File: src/rtl/serial_subtractor.sv
// Bit-serial two's-complement subtractor, LSB first.
// Optional signed-overflow output when SUB_OVERFLOW_EN is defined.
module serial_subtractor #(
  parameter int WIDTH = 8
) (
  input  logic             clk,
  input  logic             rst,
  input  logic             start,
  input  logic [WIDTH-1:0] a,
  input  logic [WIDTH-1:0] b,
  output logic             busy,
  output logic             done,
  output logic [WIDTH-1:0] d,
  output logic             bo
`ifdef SUB_OVERFLOW_EN
  ,
  output logic             ov
`endif
);

  localparam int CW = (WIDTH > 2) ? $clog2(WIDTH) : 1;
  localparam logic [CW-1:0] LAST = CW'(WIDTH - 1);

  typedef enum logic [1:0] {
    IDLE  = 2'd0,
    SHIFT = 2'd1,
    DONE  = 2'd2
  } state_t;

  state_t           state_q, state_d;
  logic [WIDTH-1:0] a_sr_q, a_sr_d;
  logic [WIDTH-1:0] b_sr_q, b_sr_d;
  logic [WIDTH-1:0] r_q, r_d;
  logic [CW-1:0]    cnt_q, cnt_d;
  logic             br_q, br_d;
  logic             bo_q, bo_d;
  logic             busy_q, busy_d;
  logic             done_q, done_d;
  logic             x, y, diff, br_next;
`ifdef SUB_OVERFLOW_EN
  logic             amsb_q, amsb_d;
  logic             bmsb_q, bmsb_d;
  logic             ov_q, ov_d;
`endif

  // Full-subtractor cell on the current LSBs plus the borrow flop.
  always_comb begin
    x       = a_sr_q[0];
    y       = b_sr_q[0];
    diff    = x ^ y ^ br_q;
    br_next = (~x & y) | (~(x ^ y) & br_q);
  end

  // Next-state, shift-register and registered-output logic.
  always_comb begin
    state_d = state_q;
    a_sr_d  = a_sr_q;
    b_sr_d  = b_sr_q;
    r_d     = r_q;
    cnt_d   = cnt_q;
    br_d    = br_q;
    bo_d    = bo_q;
    busy_d  = 1'b0;
    done_d  = 1'b0;
`ifdef SUB_OVERFLOW_EN
    amsb_d  = amsb_q;
    bmsb_d  = bmsb_q;
    ov_d    = ov_q;
`endif
    unique case (state_q)
      IDLE, DONE: begin
        if (start) begin
          a_sr_d  = a;
          b_sr_d  = b;
          br_d    = 1'b0;
          cnt_d   = '0;
          state_d = SHIFT;
          busy_d  = 1'b1;
`ifdef SUB_OVERFLOW_EN
          amsb_d  = a[WIDTH-1];
          bmsb_d  = b[WIDTH-1];
`endif
        end else if (state_q == DONE) begin
          state_d = IDLE;
        end
      end
      SHIFT: begin
        a_sr_d = a_sr_q >> 1;
        b_sr_d = b_sr_q >> 1;
        r_d    = {diff, r_q[WIDTH-1:1]};
        br_d   = br_next;
        cnt_d  = cnt_q + CW'(1);
        if (cnt_q == LAST) begin
          state_d = DONE;
          done_d  = 1'b1;
          bo_d    = br_next;
`ifdef SUB_OVERFLOW_EN
          ov_d    = (amsb_q ^ bmsb_q) & (amsb_q ^ diff);
`endif
        end else begin
          busy_d = 1'b1;
        end
      end
      default: state_d = IDLE;
    endcase
  end

  // State and datapath registers; reset aborts any operation.
  always_ff @(posedge clk) begin
    if (rst) begin
      state_q <= IDLE;
      a_sr_q  <= '0;
      b_sr_q  <= '0;
      r_q     <= '0;
      cnt_q   <= '0;
      br_q    <= 1'b0;
      bo_q    <= 1'b0;
      busy_q  <= 1'b0;
      done_q  <= 1'b0;
`ifdef SUB_OVERFLOW_EN
      amsb_q  <= 1'b0;
      bmsb_q  <= 1'b0;
      ov_q    <= 1'b0;
`endif
    end else begin
      state_q <= state_d;
      a_sr_q  <= a_sr_d;
      b_sr_q  <= b_sr_d;
      r_q     <= r_d;
      cnt_q   <= cnt_d;
      br_q    <= br_d;
      bo_q    <= bo_d;
      busy_q  <= busy_d;
      done_q  <= done_d;
`ifdef SUB_OVERFLOW_EN
      amsb_q  <= amsb_d;
      bmsb_q  <= bmsb_d;
      ov_q    <= ov_d;
`endif
    end
  end

  assign busy = busy_q;
  assign done = done_q;
  assign d    = r_q;
  assign bo   = bo_q;
`ifdef SUB_OVERFLOW_EN
  assign ov   = ov_q;
`endif

endmodule
File: config.mk
export PLATFORM = sky130hd
export DESIGN_NAME = serial_subtractor
export DESIGN_NICKNAME = d
export VERILOG_FILES = /design/src/rtl/serial_subtractor.sv
export SDC_FILE = /design/constraint.sdc
export NUM_CORES = 1
export LEC_CHECK = 0
export BUFFER_PORTS_ARGS = -buffer_cell sky130_fd_sc_hd__buf_2
export CORE_ASPECT_RATIO = 2
export CORE_MARGIN = 4
export CORE_UTILIZATION = 50
export DETAILED_ROUTE_END_ITERATION = 10
export PLACE_DENSITY = 0.87
export SLEW_MARGIN = 20
export SYNTH_ARGS = -nofsm -noshare
export SYNTH_HDL_FRONTEND = slang
export SYNTH_SLANG_ARGS = --single-unit
File: constraint.sdc
create_clock -name clk -period 1.4 [get_ports clk]
set_clock_uncertainty 0.15 [all_clocks]
set_input_delay 0.14 -clock clk [delete_from_list [all_inputs] [get_ports clk]]
set_output_delay 0.14 -clock clk [all_outputs]
set_load 0.01 [all_outputs]
After elaboration in Yosys (flattened, before gate mapping)
Cells that the tools add are included.
- add/subtract/negate cells: 1
- eq/ne operators: 6
- mux-type cells: 16
- bitwise logic cells: 8
- reductions and logical operators: 7
- operators by type and width (operator ; count):
    8-bit one-hot mux with 2 select lines ; 2
    8-bit 2-to-1 mux ; 2
    2-bit 2-to-1 mux ; 3
    3-bit one-hot mux with 2 select lines ; 1
    2-bit AND reduction ; 3
    1-bit 2-to-1 mux ; 4
    2-bit != test, second input constant ; 2
    1-bit one-hot mux with 2 select lines ; 2
    2-bit one-hot mux with 2 select lines ; 1
    2-bit OR reduction ; 2
    3-bit by 1-bit adder with 3-bit output, second input constant ; 1
    3-bit equality test, second input constant ; 1
    3-bit 2-to-1 mux ; 1
    3-bit != test, second input constant ; 1
    1-bit NOT ; 3
    1-bit bitwise AND ; 2
    2-bit by 1-bit equality test with 1-bit output, second input constant ; 1
    2-bit equality test, second input constant ; 1
    2-bit zero test ; 1
    2-bit nonzero test ; 1
    1-bit bitwise XOR ; 2
    1-bit bitwise OR ; 1
- flip-flop bits (word level): 33
- input port bits: 19
- logic and storage cells: 47

Depth between registers and ports, before layout
- word-level depth: 5
- mapped depth: 5

Worst setup path after synthesis
OpenSTA, ideal clock, no wires.
- path kind: reg2reg
- start: register b_sr_q[0]
- end: register bo_q, in the netlist bo
- arrival: 962 ps
- required time: 1159 ps
- path slack: 197 ps
- cell stages (with the launch flop): 4
- path buffers: 0
- clock period less this slack: 1203 ps
- cells stage by stage: dfxtp_1 -> inv_1 -> fa_1 -> a311oi_1
- cells in the longest elaborated chain, start to end: 4
- elaborated cells between the ends (all ways): 5
- classes of those cells: bitwise: 5
- RTL lines (item ; line ; text):
    from (decl) ; 32 ; logic [WIDTH-1:0] b_sr_q, b_sr_d;
    from (signal assigned) ; 128 ; b_sr_q <= b_sr_d;
    1-bit bitwise XOR ; 51 ; br_next = (~x & y) | (~(x ^ y) & br_q);
    1-bit NOT ; 51 ;
    1-bit bitwise AND ; 51 ;
    1-bit bitwise OR * ; 51 ;
    to (signal assigned) ; 132 ; bo_q <= bo_d;
    to (decl) ; 36 ; logic bo_q, bo_d;
Every way passes the cells marked *; elsewhere a longest branch is shown, timed or not.
A chain may end at the register's enable or synchronous reset.

Worst setup path after layout
Ends and elaborated chain as after synthesis.

==> out/qor.yml <==
status: "complete, no violations"
hp-class: "input port to register"
ys_ff_latch: 33
cpPeakStageDelay_ns: 0.40
synth-simple-area-share_pct: 24.2
synth_fa_ha_area_share_pct: 3.40
coreArea_um2: 2540
num_vias: 1241
area_growth_pct: 30.7
insertion_delay_ns: 0.28
ir_drop_mv: 0.781
whs_ns: 0.196
synth_top_family_by_area: "simple AND/OR/NAND/NOR gates"
place_congestion: 0.843
maxSlewViolCount: 0
synth_seq_area_share_pct: 49.8
max_freq_mhz: 748
htreeDepth: 2
hold_viol_final: 0
grt_pass1_wl_um: 5110
layout.nets: 227
synth-compound-area-share_pct: 16.1
grt_max_degree: 44
ctsRootBufferMaster: "clkbuf_8"
maxCapViolCount: 0
numCtsBuffers: 5
yosysWarnings: 0
critPathSlowestCell: "fa_1"
worst_setup_path_end_kind: "register"
crit_buf_inv: 1
fillers: 201
port_buffers: 29
cp.arrival_ns: 1.36
synthArstFlopShare_pct: 0
synthXorXnorAreaFrac_pct: 0
cts_buffer_depth: 2
critPathMaxFanout: 2
synth_nets: 184
total_power_w: 0.00201
io_pins: 30
finalSetupTns_ns: 0
drive_above_1_share_pct: 20.5
viasPerCell: 5.33
fp.dieW_um: 44.4
n_antenna_cell: 0
antenna_found_initial: 0
grt-ovfl-total: 0
max-slew-margin-rel_pct: 61.7
drt-pass1-iter-count: 4
post-route-util_pct: 68.3
synth.cell_area_um2: 1330
cts.sinks: 33
worst-setup-path-type: "register to register"
synthMuxAreaShare_pct: 0
hpwl_um: 2050
totalWireLength_um: 3140
first_iter_violations: 41
rsz0062_at_grt: "false"
grt_usage_pct: 19.5
die_y_um: 80.8
wl_per_cell_um: 13.5
critPathLaunchType: "register"
required_ns: 1.43
yosysUniqueCellTypes: 17
setup_violations: 0
yosysTopAreaCell: "dfxtp_1"
cp_top_family: "adder cells"
drc_errors: 0
synth_area_leaders: "dfxtp_1 (50%), nand2_1 (14%), a311oi_1 (9.9%), a21oi_1 (5.7%), nor2_1 (5.1%)"
netlist_instances: 162
clk_pin_slew_ns: 0.06
fin_crit_sh_pct: 95.5
synth_top_area_share_pct: 49.8
synth_ff_type: "dfxtp_1"
worst_pin_slew_ns: 0.575
grt_pass1_vias: 1173
cts_tree: "built"
postRouteAntennaNets: 0
finalCriticalPeriod_ns: 1.34
synth_edf_count: 0
p_leak_nw: 0.725
crit_chain: "inv_1 -> fa_1 -> a311oi_1"
fp-row-count: 26
dieArea_um2: 3590
synth.avg_cell_area_um2: 8.19
start_util_pct: 52.3
power_density_nw_per_um2: 1160
==> state kept, by name, summed over array words and instances (netlist names), 2 cells and up <==
| signal | flops |
|---|---|
| a_sr_q | 8 |
| b_sr_q | 8 |
| cnt_q | 3 |
| d | 8 |
| state_q | 2 |
==> worst paths after layout <==
kind | slack, ns | end | cells past startpoint | start
max | 0.06 | bo | 3 | b_sr_q[0]
min | 0.20 | busy | 2 | rst
max reg2reg | 0.06 | bo | 3 | b_sr_q[0]
min reg2reg | 0.31 | d[0] | 2 | d[0]
==> logic make-up (layout without fill, tap and decap cells) <==
logic type / Yosys count / after routing
AOI/OAI and AO/OA: 31 / 31
and+or+nand+nor: 79 / 79
buffers and inverters: 16 / 59
adders and majority gates: 3 / 3
DFF: 33 / 33
==> metrics by stage <==
step           instances  worst slack, ns  cell area (um^2)
2_1_floorplan        162            0.197              1330
6_report             233           0.0624              1730
3_5_place_dp         210           0.0988              1480
4_1_cts              233           0.0497              1720
3_3_place_gp         210            0.164              1480
5_1_grt              233           0.0169              1730
==> cell type report <==
| type | count | area (um^2) | share of cell area (%) |
|---|---|---|---|
| Sequential cell | 33 | 661 | 38.1 |
| Multi-Input combinational cell | 113 | 588 | 33.9 |
| Timing Repair Buffer | 50 | 355 | 20.5 |
| Clock buffer | 7 | 86.3 | 4.98 |
| Tap cell | 28 | 35.0 | 2.02 |
| Inverter | 2 | 7.51 | 0.433 |
==> Yosys cell counts, drive strengths merged, types with 2 or more instances <==
master	number
buf	10
clkbuf	4
nand2b	4
a21oi	15
nor2	18
a311oi	15
inv	2
ha	2
dfxtp	33
nand2	49
nand3	6
==> repair_timing <==
| item | in CTS | in global routing |
|---|---|---|
| endpoints found under the setup margin | 0 | 2 |
| hold buffers | 16 | 0 |
| hold endpoints to repair | 16 | 0 |
| setup buffers | 0 | 0 |
| gates resized for setup | 0 | 2 |
==> metal layers <==
| layer | global-route usage (%) | share of wire [%] | vias up |
|---|---|---|---|
| met5 | 0 | 0 | - |
| met4 | 11.2 | 2.5 | 0 |
| li1 | - | - | 624 |
| met1 | 20.6 | 40 | 578 |
| met3 | 6.43 | 5.1 | 8 |
| met2 | 32.7 | 52 | 31 |
==> worst register-to-register path: stages, from the launching register on <==
cell	delay, ns
dfxtp_1	0.33
inv_1	0.06
fa_1	0.40
a311oi_1	0.30
==> power by group <==
part | switching (W) | internal (W) | leakage (nW)
Clock | 0.000317 | 0.000389 | 0.0443
Combinational | 0.000150 | 0.000129 | 0.411
Sequential | 0.0000320 | 0.000995 | 0.270
==> cells in the final DEF, fill, tap and decap left out <==
cell	instances
buf_2	29
nand2_1	49
fa_1	1
clkbuf_8	6
nand2b_1	4
buf_4	4
clkbuf_1	1
a311oi_2	1
ha_1	1
inv_1	2
nand3_1	6
a311oi_1	14
o21a_1	1
and2b_1	1
dfxtp_1	33
a21oi_1	15
dlygate4sd3_1	16
nor2_1	18
buf_12	1
nor2b_1	1
ha_2	1
(Power assumes the default switching activity.)
